<file path="config.mk">
export PLATFORM = sky130hd
export DESIGN_NAME = spn_cipher_core_flat
export DESIGN_NICKNAME = d
export VERILOG_FILES = /design/src/rtl/spn_cipher_core_if.sv /design/src/rtl/spn_cipher_core.sv /design/src/flat_wrapper.sv
export SDC_FILE = /design/constraint.sdc
export NUM_CORES = 1
export LEC_CHECK = 0
export CAP_MARGIN = 10
export CORE_MARGIN = 4
export CORE_UTILIZATION = 54
export DETAILED_ROUTE_END_ITERATION = 10
export GPL_ROUTABILITY_DRIVEN = 0
export PLACE_DENSITY_LB_ADDON = 0.1
export SLEW_MARGIN = 15
export SYNTH_ARGS = -nofsm -noshare
export SYNTH_HDL_FRONTEND = slang
export SYNTH_SLANG_ARGS = --single-unit
</file>
<file path="constraint.sdc">
create_clock -name clk -period 2.38 [get_ports clk]
set_input_delay 0.476 -clock clk [delete_from_list [all_inputs] [get_ports clk]]
set_output_delay 0.476 -clock clk [all_outputs]
set_load 0.01 [all_outputs]
</file>
<file path="src/rtl/spn_cipher_core_if.sv">
// spn_cipher_core_if: load/plaintext/key request and ciphertext result bundle for spn_cipher_core.
interface spn_cipher_core_if;
    logic        load;
    logic [31:0] data_in;
    logic [63:0] key_in;
    logic        busy;
    logic [31:0] ct_out;
    logic        ct_valid;
    modport master (output load, data_in, key_in, input busy, ct_out, ct_valid);
    modport slave  (input load, data_in, key_in, output busy, ct_out, ct_valid);
endinterface

</file>
<file path="src/rtl/spn_cipher_core.sv">
// spn_cipher_core: iterative 32-bit block / 64-bit key SPN cipher (PRESENT s-box), one round per clk.
// Define UNROLL2_EN to chain two rounds per clock; ROUNDS must then be even.
module spn_cipher_core #(
    parameter int ROUNDS = 16
) (
    input logic              clk,
    input logic              reset,
    spn_cipher_core_if.slave bus
);
    typedef enum logic [1:0] {IDLE, RUN, WHITEN} state_t;
    localparam logic [63:0] SBOX = 64'h21748FE3DA09B65C;
    state_t state_q, state_d;
    logic [31:0] s_q, s_d, ct_q, ct_d, s_n;
    logic [63:0] k_q, k_d, k_n;
    logic [4:0] rnd_q, rnd_d;
    logic ctv_q, ctv_d, last;

    if (ROUNDS < 1 || ROUNDS > 31) begin : g_bad_rounds
        $error("ROUNDS must be in 1..31");
    end

    function automatic logic [95:0] round(input logic [31:0] s, input logic [63:0] k, input logic [4:0] i);
        logic [31:0] x;
        logic [63:0] kr;
        x = s ^ k[63:32];
        for (int n = 0; n < 8; n++) x[4*n +: 4] = SBOX[4*x[4*n +: 4] +: 4];
        kr = {k[50:0], k[63:51]};
        kr[4:0] = kr[4:0] ^ (i + 5'd1);
        return {x[23:0], x[31:24], kr};
    endfunction

`ifdef UNROLL2_EN
    localparam int STEP = 2;
    logic [31:0] s_m;
    logic [63:0] k_m;
    if (ROUNDS % 2 != 0) begin : g_odd_rounds
        $error("ROUNDS must be even when unrolled");
    end
    assign {s_m, k_m} = round(s_q, k_q, rnd_q);
    assign {s_n, k_n} = round(s_m, k_m, rnd_q + 5'd1);
`else
    localparam int STEP = 1;
    assign {s_n, k_n} = round(s_q, k_q, rnd_q);
`endif

    assign last = rnd_q == 5'(ROUNDS - STEP);

    always_comb begin
        state_d = state_q;
        s_d = s_q;
        k_d = k_q;
        rnd_d = rnd_q;
        ct_d = ct_q;
        ctv_d = 1'b0;
        case (state_q)
            IDLE: if (bus.load) begin
                state_d = RUN;
                s_d = bus.data_in;
                k_d = bus.key_in;
                rnd_d = '0;
            end
            RUN: begin
                s_d = s_n;
                k_d = k_n;
                rnd_d = rnd_q + 5'(STEP);
                state_d = last ? WHITEN : RUN;
            end
            WHITEN: begin
                ct_d = s_q ^ k_q[63:32];
                ctv_d = 1'b1;
                state_d = IDLE;
            end
            default: state_d = IDLE;
        endcase
    end

    always_ff @(posedge clk) begin
        if (reset) begin
            state_q <= IDLE;
            s_q <= '0;
            k_q <= '0;
            rnd_q <= '0;
            ct_q <= '0;
            ctv_q <= 1'b0;
        end else begin
            state_q <= state_d;
            s_q <= s_d;
            k_q <= k_d;
            rnd_q <= rnd_d;
            ct_q <= ct_d;
            ctv_q <= ctv_d;
        end
    end

    assign bus.busy = state_q != IDLE;
    assign bus.ct_out = ct_q;
    assign bus.ct_valid = ctv_q;
endmodule

</file>
<file path="src/flat_wrapper.sv">
// flat-port wrapper written by rule: the top's interface ports become plain ports
module spn_cipher_core_flat 
#(
    parameter int ROUNDS = 16
)
  (clk, reset, bus_load, bus_data_in, bus_key_in, bus_busy, bus_ct_out, bus_ct_valid);
  spn_cipher_core_if bus_i ();
  input logic clk;
  input logic reset;
  input wire logic [$bits(bus_i.load)-1:0] bus_load;
  input wire logic [$bits(bus_i.data_in)-1:0] bus_data_in;
  input wire logic [$bits(bus_i.key_in)-1:0] bus_key_in;
  output wire logic [$bits(bus_i.busy)-1:0] bus_busy;
  output wire logic [$bits(bus_i.ct_out)-1:0] bus_ct_out;
  output wire logic [$bits(bus_i.ct_valid)-1:0] bus_ct_valid;
  assign bus_i.load = bus_load;
  assign bus_i.data_in = bus_data_in;
  assign bus_i.key_in = bus_key_in;
  assign bus_busy = bus_i.busy;
  assign bus_ct_out = bus_i.ct_out;
  assign bus_ct_valid = bus_i.ct_valid;
  spn_cipher_core #(.ROUNDS(ROUNDS)) u_core (.clk(clk), .reset(reset), .bus(bus_i));
endmodule
</file>
==> out/results.env, run 1 <==
CRITPATHSLOWESTCELL='dfxtp_4'
FRACTION_OF_FINAL_LAYOUT_CELLS_SIZED_BEYOND_DRIVE_STRENGTH_1_PCT=8.27
TIMING.SLEW.HEADROOM_PCT=53.2
AREA_DELTA_SYNTH_FINAL_PCT=27.2
SYNTH.AREA.TOP_CELLS='dfxtp_1, nor2_1, a211oi_1'
NETLIST-CELL-TYPE-COUNT=50
WORST_SETUP_SKEW_AFTER_LAYOUT_NS=0.00773
MAXCAPVIOLATIONS=0
GRT_MAX_DEGREE=100
FIRST_GLOBAL_VIAS=6606
WIRE_LENGTH_OF_THE_FIRST_GLOBAL_ROUTING_PASS_UM=34800
VIA_COUNT=7008
KIND_OF_CELL_ADDING_THE_MOST_DELAY_TO_THE_CRITICAL_PATH='flip-flops'
SETUP.WORST_PATH.END_CLASS='primary output'
DIEAREA_UM2=16300
TOTALNEGATIVESETUPSLACK_NS=0
FINALSETUPVIOLATIONS=0
SETUP_WS_NS=0.228
SYNTHESIS.YOSYS.WARNINGS=0
PLACE.PORT_BUFFERS=132
CORE_UM2=13900
POST_CTS.REPAIR.SETUP_BUFFERS=0
SHARE_OF_FLIP_FLOPS_WITH_AN_ASYNCHRONOUS_SET_OR_RESET_PCT=0
WORST-R2R-SETUP-SLACK_NS=0.34
NUM_IO_PINS=133
DIE_H_UM=128
DPL.HPWL_UM=15500
SYNTH_AREA_PER_CELL_UM2=8.15
TIMING.FINAL.MAX_SLEW_VIOLATIONS=0
MOSTFREQUENTLAYOUTCELLS='nor2_1, dfxtp_1, clkdlybuf4s50_1, a21oi_1, a211oi_1'
CTS-BUFFERS-INSERTED=17
CTSHOLDBUFFERS=0
WORST_HOLD_PATH_TYPE='flip-flop to flip-flop'
POSTSYNTHNETCOUNT=1074
CRITPATHKIND='flip-flop to primary output'
POST_SYNTH_INSTANCE_AREA_UM2=7730
GRT.TOTAL_USAGE_PCT=27.0
CLOCK_INSERTION_DELAY_WORST_SKEW_NS=0.42
ANTENNA_VIOLATIONS_BEFORE_REPAIR=0
VDD_IR_DROP_MAX_mV=0.641
ANT_NETS=0
CLOCK_SINK_COUNT=136
RESULT_OF_THE_RUN='completed'
SYNTH_EDF_COUNT=0
TRITONCTS='yes'
DRT-INITIAL-DRC-COUNT=665
FINAL_HOLD_VIOL_COUNT=0
FILLERINSTANCES=1156
WORST_SLACK_PLACED_NS=0.365
NETLIST.AREA_LEADER.SHARE_PCT=35.2
GRT_SETUP_UNREPAIRED='no'
DIE_X_UM=128
CRITPATHREQUIREDTIME_NS=1.90
CRIT_PATH_MAX_INCR_DELAY_NS=0.54
RESIDUAL_DRC_COUNT=0
FLOORPLAN.INITIALDENSITY_PCT=55.5
OVERFLOW_AFTER_GRT=0
FIN_NETS=1176
DRT-TOTAL-WL_UM=21900
SYNTH.LARGEST_AREA_CELL='dfxtp_1'
POSTSYNTHREGISTERBITS=136
POWER_DENSITY_nW_PER_UM2=753
CTS_REPAIR_RESIZE_COUNT=0
SYN-INSTANCE-COUNT=949
YS_SEQ_AREA_SHARE_PCT=35.2
CORE.ROWCOUNT=43
MAX_FREQ_MHz=465
POST_DRT_VIA_CELL_RATIO=5.63
CP.ARRIVAL_NS=1.68
CTS_MAX_LEVEL=4
DESIGN_POWER_TOTAL_mW=7.41
POSTSYNTH.TOPFLOPCELL='dfxtp_1'
POST-ROUTE-UTIL_PCT=70.6
LEAKAGE_POWER_OF_THE_DESIGN_nW=3.99
CTS.PATH.MAX_BUFFERS=2
CTS-ROOT-BUF='clkbuf_16'
FINALCRITICALPERIOD_NS=2.15
CELL_BY_CELL_TRACE_OF_THE_CRITICAL_PATH='or2_2 > clkdlybuf4s50_1'
DRT_FIRST_PASS_ITERS=5
CRITICAL_PATH.N_BUFFERS_INVERTERS=1
CLOCK_PIN_SLEW_REPORTED_FOR_THE_WORST_SETUP_AND_HOLD_PATHS_AFTER_CLOCK_TREE_SYNTHESIS_NS=0.06
ROUTED_WIRE_LENGTH_PER_INSTANCE_UM=17.6
ANTENNA_CELLS=0
TIMING_WORST_SLEW_PIN_VALUE_NS=0.697
PATH_MAX_FANOUT=26
START_KIND='flip-flop'
MOST_COMMON_CELL_AFTER_LAYOUT_FILL_AND_TAPS_ASIDE='nor2_1'
FIN_CRIT_SH_PCT=90.4
==> sequential cells by signal, summed over array words and instances, names as in the netlist <==
name,flops
u_core.bus.ct_out,32
u_core.k_q,64
u_core.s_q,32
u_core.state_q,2
u_core.bus.ct_valid,1
u_core.rnd_q,5
==> report_power, final <==
part           internal [mW]  switching, mW
clock network           1.84           1.01
logic                  0.909          0.999
registers               2.45          0.205
total                   5.20           2.21
==> final timing paths <==
kind	to	start	depth (start not counted)
hold reg to reg	u_core.k_q[26]	u_core.k_q[26]	2
setup reg to reg	u_core.s_q[6]	u_core.k_q[61]	6
hold / removal	u_core.k_q[26]	u_core.k_q[26]	2
setup / recovery	bus_busy	u_core.state_q[0]	2
==> cell families after synthesis <==
family | count (synthesis) | synth area share (%)
AO/OA/AOI/OAI | 186 | 16.0
XOR/XNOR | 48 | 7.52
adder cells (fa/ha/maj) | 26 | 4.21
buffers and inverters | 102 | 5.79
flip-flops | 136 | 35.2
multiplexers | 52 | 8.20
AND/OR/NAND/NOR | 399 | 23.0
==> synth_stat cells, drive strengths merged, types with 2 or more instances <==
| library cell | instances |
|---|---|
| a221oi | 7 |
| o2111ai | 2 |
| o211a | 2 |
| mux2 | 8 |
| a21oi | 74 |
| mux2i | 36 |
| xnor2 | 35 |
| o21a | 3 |
| buf | 36 |
| o221ai | 3 |
| o211ai | 5 |
| clkbuf | 34 |
| nand3 | 5 |
| nor2 | 231 |
| o31a | 3 |
| nor2b | 70 |
| xor2 | 13 |
| a211oi | 70 |
| ha | 26 |
| o21bai | 2 |
| a31oi | 7 |
| dfxtp | 136 |
| o21ai | 2 |
| a311oi | 3 |
| nor3 | 61 |
| nand2 | 24 |
| mux4 | 8 |
| inv | 32 |
| nor3b | 2 |
==> routing by layer <==
metal	part of all wire, %	routed length [um]	track usage [%]	vias to the layer above
li1	-	-	-	3458
met1	45	9940	38.2	3238
met2	45	9960	42.1	278
met3	7.1	1560	5.33	34
met4	2.0	446	8.18	0
met5	0	0	0	-
==> cell type report <==
class | instances | area (um^2) | share of cell area (%)
Clock buffer | 21 | 470 | 4.78
Clock inverter | 11 | 169 | 1.72
Inverter | 32 | 120 | 1.22
Multi-Input combinational cell | 711 | 4580 | 46.5
Sequential cell | 136 | 2730 | 27.7
Tap cell | 180 | 225 | 2.29
Timing Repair Buffer | 153 | 1550 | 15.7
==> worst reg2reg max path, delay by kind of cell (launching register included) <==
kind | cells | cell delay (ns)
simple gates | 1 | 0.08
mux | 1 | 0.46
flops | 1 | 0.34
compound gates | 1 | 0.06
buf+inv | 1 | 0.11
fa+ha+maj | 1 | 0.31
xor+xnor | 1 | 0.56
==> stage by stage <==
step	area (um^2)	instances	hold slack, ns
floorplan	7730	949	0.454
global placement	9200	1212	0.466
detailed placement	9200	1212	0.481
CTS	9840	1244	0.493
global route	9840	1244	0.508
finish	9840	1244	0.492
(Power assumes the default switching activity.)
==> run 2, diff against run 1 <==
--- a/config.mk
+++ b/config.mk
@@ -6,8 +6,9 @@
 export NUM_CORES = 1
 export LEC_CHECK = 0
 export CAP_MARGIN = 10
+export CORE_ASPECT_RATIO = 0.8
 export CORE_MARGIN = 4
-export CORE_UTILIZATION = 54
+export CORE_UTILIZATION = 25
 export DETAILED_ROUTE_END_ITERATION = 10
 export GPL_ROUTABILITY_DRIVEN = 0
 export PLACE_DENSITY_LB_ADDON = 0.1
==> constraint.sdc (replaced) <==
create_clock -name clk -period 2.62 [get_ports clk]
set_input_delay 0.524 -clock clk [delete_from_list [all_inputs] [get_ports clk]]
set_output_delay 0.524 -clock clk [all_outputs]
set_load 0.01 [all_outputs]
==> out/results.env, run 2 (synthesized netlist as in run 1, its figures left out) <==
TIMING_WORST_SLEW_PIN_VALUE_NS=0.684
GRT_USE_MET2_PCT=25.4
LARGEST_REG_FLOPS=64
KIND_OF_CELL_ADDING_THE_MOST_DELAY_TO_THE_CRITICAL_PATH='flip-flops'
HOLD-PATH-ENDPOINT='u_core.rnd_q[4]'
CORE_UM2=30500
AREA_DELTA_SYNTH_FINAL_PCT=30.3
DRT-INITIAL-DRC-COUNT=432
ROUTED_WIRE_LENGTH_PER_INSTANCE_UM=18.8
NUM_IO_PINS=133
FIN_NETS=1180
FLOORPLAN.INITIALDENSITY_PCT=25.4
SETUP_WS_NS=0.275
WORST_SETUP_SKEW_AFTER_LAYOUT_NS=0.0115
PLACE.DETAILED.INSTANCES=1449
TIMING.FINAL.MAX_SLEW_VIOLATIONS=0
SETUP.WORST_PATH.END_CLASS='primary output'
CLOCK_SINK_COUNT=136
CTS_REPAIR_RESIZE_COUNT=0
PLACE.PORT_BUFFERS=132
POWER_DENSITY_nW_PER_UM2=657
FILLERINSTANCES=3249
CRITPATHREQUIREDTIME_NS=2.10
TRITONCTS='yes'
LARGEST_REGISTER='u_core.k_q'
DRT-TOTAL-WL_UM=27800
TIMING.SLEW.HEADROOM_PCT=54.1
FIRST_GLOBAL_VIAS=6581
CTS_MAX_LEVEL=4
DIE_X_UM=205
GRT.TOTAL_USAGE_PCT=16.3
GRT_MAX_DEGREE=61
CTS-BUFFERS-INSERTED=17
TIMING.RR.START='u_core.s_q[0]'
LEAKAGE_POWER_OF_THE_DESIGN_nW=3.97
WORST_SLACK_PLACED_NS=0.524
GLOBALROUTEMET1UTIL_PCT=23.8
DPL.HPWL_UM=20600
VDD_IR_DROP_MAX_mV=0.356
CLOCK_PIN_SLEW_REPORTED_FOR_THE_WORST_SETUP_AND_HOLD_PATHS_AFTER_CLOCK_TREE_SYNTHESIS_NS=0.06
CTS-ROOT-BUF='clkbuf_16'
WORST_HOLD_PATH_TYPE='flip-flop to flip-flop'
MAX_FREQ_MHz=426
WORST_HOLD_PATH.NUM_CELLS=2
REGISTER_AREA_UM2=2730
FRACTION_OF_FINAL_LAYOUT_CELLS_SIZED_BEYOND_DRIVE_STRENGTH_1_PCT=8.71
CRITICAL_PATH.N_BUFFERS_INVERTERS=1
TOTALNEGATIVESETUPSLACK_NS=0
PATH_MAX_FANOUT=52
REG2REGPATHDEPTH=6
CTSHOLDBUFFERS=0
DRT_FIRST_PASS_ITERS=5
VIA_COUNT=6804
HP-START='u_core.rnd_q[4]'
CP.ARRIVAL_NS=1.82
CRIT-REG2REG-CAPTURE='u_core.s_q[10]'
MAXCAPVIOLATIONS=0
POST_DRT_VIA_CELL_RATIO=4.59
ANTENNA_VIOLATIONS_BEFORE_REPAIR=0
FINAL_HOLD_VIOL_COUNT=0
CTS.PATH.MAX_BUFFERS=2
CRITICAL_PATH.STARTPOINT='u_core.state_q[0]'
GRT_SETUP_UNREPAIRED='no'
OVERFLOW_AFTER_GRT=0
FINALCRITICALPERIOD_NS=2.35
MULTI_INPUT_COMB_AREA_UM2=4580
CRITPATHSLOWESTCELL='dfxtp_4'
CLOCK_INSERTION_DELAY_WORST_SKEW_NS=0.43
CRITPATHKIND='flip-flop to primary output'
DIE_H_UM=165
GRT_MOST_USED_LAYER='met2'
MOSTFREQUENTLAYOUTCELLS='nor2_1, dfxtp_1, clkdlybuf4s50_1, a21oi_1, a211oi_1'
MOST_COMMON_CELL_AFTER_LAYOUT_FILL_AND_TAPS_ASIDE='nor2_1'
ANT_NETS=0
CRIT_PATH_MAX_INCR_DELAY_NS=0.68
POST_LAYOUT_NONFILLER_INSTANCES=1481
GRT_UTIL_MET3_PCT=3.01
FIN_CRIT_SH_PCT=89.5
CORE.ROWCOUNT=57
RESIDUAL_DRC_COUNT=0
DESIGN_AREA_UM2=10100
START_KIND='flip-flop'
ANTENNA_CELLS=0
DESIGN_POWER_TOTAL_mW=6.62
RESULT_OF_THE_RUN='completed'
CELL_BY_CELL_TRACE_OF_THE_CRITICAL_PATH='or2_2 > clkdlybuf4s50_1'
WIRE_LENGTH_OF_THE_FIRST_GLOBAL_ROUTING_PASS_UM=41700
POST_CTS.REPAIR.SETUP_BUFFERS=0
FINALSETUPVIOLATIONS=0
DIEAREA_UM2=33800
POSTPLACECELLAREA_UM2=9480
WORST-R2R-SETUP-SLACK_NS=0.53
[run 2: cell types whose count changed in the layout (fill, tap and decap cells not counted), sizes merged]
cell,before,now
buf,23,27
bufinv,4,1
clkinvlp,1,4
inv,33,35
clkbuf,21,20
clkinv,5,4
[run 2: final cells by class]
class	instances	area share [%]
multi-input cells	711	45.5
flip-flops and latches	136	27.1
repair buffers	157	15.3
well taps	413	5.13
clock buffers	20	4.74
inverters	32	1.19
clock inverters	12	1.13
[run 2: worst max-delay path by stage]
stage / end / depth (start not counted)
floorplan: u_core.s_q[22] / 6
global placement: u_core.s_q[10] / 6
detailed placement: u_core.s_q[10] / 6
CTS: bus_busy / 2
global route: bus_busy / 2
finish: bus_busy / 2
[run 2: stage by stage]
step | hold WS (ns) | util [%]
2_1_floorplan | 0.454 | -
6_report | 0.485 | 33.1
3_5_place_dp | 0.473 | 31.1
3_3_place_gp | 0.466 | 31.1
4_1_cts | 0.488 | 33.1
5_1_grt | 0.510 | 33.1
[run 2: routing by layer]
layer / wire, um / vias up
met5: 0 / -
met4: 89 / 0
met3: 861 / 4
met2: 12700 / 108
met1: 14200 / 3232
li1: - / 3460
[run 2: power by group]
part           internal [mW]  switching (mW)  leakage (nW)
clock network           1.42            1.02         0.281
logic                  0.814           0.948          2.57
registers               2.23           0.189          1.12
total                   4.46            2.16          3.97
[run 2: tightest hold or removal path, delay by kind of cell, from the launching register on]
family	cells	cell delay (ns)
compound gates	1	0.06
flops	1	0.32
simple gates	1	0.07
==> run 3, diff against run 2 <==
--- a/config.mk
+++ b/config.mk
@@ -6,12 +6,14 @@
 export NUM_CORES = 1
 export LEC_CHECK = 0
 export CAP_MARGIN = 10
+export CELL_PAD_IN_SITES_DETAIL_PLACEMENT = 1
+export CELL_PAD_IN_SITES_GLOBAL_PLACEMENT = 1
 export CORE_ASPECT_RATIO = 0.8
 export CORE_MARGIN = 4
 export CORE_UTILIZATION = 25
 export DETAILED_ROUTE_END_ITERATION = 10
 export GPL_ROUTABILITY_DRIVEN = 0
-export PLACE_DENSITY_LB_ADDON = 0.1
+export PLACE_DENSITY = 0.55
 export SLEW_MARGIN = 15
 export SYNTH_ARGS = -nofsm -noshare
 export SYNTH_HDL_FRONTEND = slang
==> constraint.sdc (replaced) <==
create_clock -name clk -period 2 [get_ports clk]
set_input_delay 0.4 -clock clk [delete_from_list [all_inputs] [get_ports clk]]
set_output_delay 0.4 -clock clk [all_outputs]
set_load 0.01 [all_outputs]
==> out/results.env, run 3 (synthesized netlist as in run 1, its figures left out) <==
REG2REGPATHDEPTH=6
CP.ARRIVAL_NS=2.19
VIA_COUNT=7034
AREA_DELTA_SYNTH_FINAL_PCT=33.2
CTS_MAX_LEVEL=4
DRT-TOTAL-WL_UM=29000
WIRE_LENGTH_OF_THE_FIRST_GLOBAL_ROUTING_PASS_UM=43900
MAX_FREQ_MHz=533
ANTENNA_CELLS=0
POST_DRT_VIA_CELL_RATIO=4.69
LARGEST_REGISTER='u_core.k_q'
DESIGN_AREA_UM2=10300
CLOCK_INSERTION_DELAY_WORST_SKEW_NS=0.43
DIEAREA_UM2=33800
MOSTFREQUENTLAYOUTCELLS='nor2_1, dfxtp_1, clkdlybuf4s50_1, a21oi_1, a211oi_1'
CRITPATHKIND='flip-flop to flip-flop'
WORST_SETUP_SKEW_AFTER_LAYOUT_NS=0.0174
FINAL_HOLD_VIOL_COUNT=0
TIMING.RR.START='u_core.s_q[0]'
CRIT-REG2REG-CAPTURE='u_core.s_q[10]'
TIMING.FINAL.MAX_SLEW_VIOLATIONS=0
CRITPATHREQUIREDTIME_NS=2.31
TIMING.SLEW.HEADROOM_PCT=52.0
RESIDUAL_DRC_COUNT=0
CLOCK_SINK_COUNT=136
TIMING.HOLD.WS_NS=0.413
WORST_HOLD_PATH_TYPE='primary input to flip-flop'
FIN_NETS=1200
GRT_MAX_DEGREE=63
FLOORPLAN.INITIALDENSITY_PCT=25.4
SETUP.WORST_PATH.END_CLASS='flip-flop'
FIN_CRIT_SH_PCT=93.8
PATH_MAX_FANOUT=5
GRT_SETUP_UNREPAIRED='no'
HP-START='reset'
FRACTION_OF_FINAL_LAYOUT_CELLS_SIZED_BEYOND_DRIVE_STRENGTH_1_PCT=10.5
CTS.PATH.MAX_BUFFERS=2
GRT.TOTAL_USAGE_PCT=17.0
POWER_DENSITY_nW_PER_UM2=849
CTS-BUFFERS-INSERTED=17
DIE_H_UM=165
WORST_HOLD_PATH.NUM_CELLS=2
LARGEST_REG_FLOPS=64
CORE_UM2=30500
DIE_X_UM=205
CLOCK_PIN_SLEW_REPORTED_FOR_THE_WORST_SETUP_AND_HOLD_PATHS_AFTER_CLOCK_TREE_SYNTHESIS_NS=0.07
POSTPLACECELLAREA_UM2=9730
WORST-R2R-SETUP-SLACK_NS=0.12
VDD_IR_DROP_MAX_mV=0.393
MOST_COMMON_CELL_AFTER_LAYOUT_FILL_AND_TAPS_ASIDE='nor2_1'
TIMING_WORST_SLEW_PIN_VALUE_NS=0.714
FILLERINSTANCES=3603
DRT_FIRST_PASS_ITERS=4
REGISTER_AREA_UM2=2730
NUM_IO_PINS=133
RESULT_OF_THE_RUN='completed'
FIRST_GLOBAL_VIAS=7066
TRITONCTS='yes'
MAXCAPVIOLATIONS=0
FINALCRITICALPERIOD_NS=1.88
HOLD-PATH-ENDPOINT='u_core.s_q[10]'
PLACE.PORT_BUFFERS=132
DRT-INITIAL-DRC-COUNT=367
FINALSETUPVIOLATIONS=0
CORE.ROWCOUNT=57
DPL.HPWL_UM=21600
ANT_NETS=0
MULTI_INPUT_COMB_AREA_UM2=4590
ANTENNA_VIOLATIONS_BEFORE_REPAIR=0
ROUTED_WIRE_LENGTH_PER_INSTANCE_UM=19.3
TOTALNEGATIVESETUPSLACK_NS=0
LEAKAGE_POWER_OF_THE_DESIGN_nW=4.09
CTS-ROOT-BUF='clkbuf_16'
OVERFLOW_AFTER_GRT=0
START_KIND='flip-flop'
==> run 3: cell count changes in the layout (fill, tap and decap cells not counted), moves of 2 or more <==
cell,change
buf_12,+8
buf_4,+12
clkbuf_8,-2
clkinv_2,-2
inv_6,+3
inv_8,+3
==> run 3: cell type report <==
cell class              count  area share (%)
flip-flops and latches    136            26.5
clock inverters            15            1.30
repair buffers            177            17.4
well taps                 413            5.02
inverters                  32            1.17
multi-input cells         711            44.5
clock buffers              17            4.13
==> run 3: worst max-delay path: stages (launching register included) <==
cell      delay [ns]
dfxtp_1         0.44
xnor2_2         0.18
inv_1           0.16
ha_1            0.34
mux4_2          0.46
nor2_1          0.13
a211oi_2        0.05
==> run 3: per-stage QoR <==
stage	util [%]	std cells	setup WS (ns)	total power [mW]
after floorplan	-	949	0.188	4.74
after global placement	32.0	1469	0.147	5.69
after detailed placement	32.0	1469	0.0734	5.72
after CTS	33.8	1501	0.0636	8.85
after global routing	33.8	1501	0.0368	9.23
final	33.8	1501	0.125	8.75
==> run 3: how the worst max path moves through the flow <==
stage	start	to	slack [ns]	cells after the start
5_1_grt	u_core.k_q[61]	u_core.s_q[4]	0.04	6
2_1_floorplan	u_core.s_q[12]	u_core.s_q[22]	0.19	6
6_report	u_core.s_q[0]	u_core.s_q[10]	0.12	6
3_3_place_gp	u_core.s_q[0]	u_core.s_q[10]	0.15	6
3_5_place_dp	u_core.s_q[0]	u_core.s_q[10]	0.07	6
4_1_cts	u_core.s_q[0]	u_core.s_q[10]	0.06	6
==> run 3: repair_timing <==
action / in CTS / in global routing
setup endpoints to repair: 1 / 1
buffers inserted: 0 / 0
gates resized for setup: 2 / 1
hold buffers: 0 / 0
==> run 3: per-layer routing <==
metal / routed length (um) / up-vias / track usage (%)
met5: 0 / - / 0
met4: 105 / 0 / 2.28
met3: 1070 / 7 / 2.97
met2: 13600 / 107 / 27.8
met1: 14300 / 3416 / 24.2
li1: - / 3504 / -
==> run 3: power breakdown <==
group          switching (mW)  leakage, nW  internal (mW)  total, mW
clock network            1.45        0.264           1.64       3.09
registers               0.240         1.12           2.92       3.16
logic                    1.32         2.70           1.18       2.50
total                    3.02         4.09           5.73       8.75
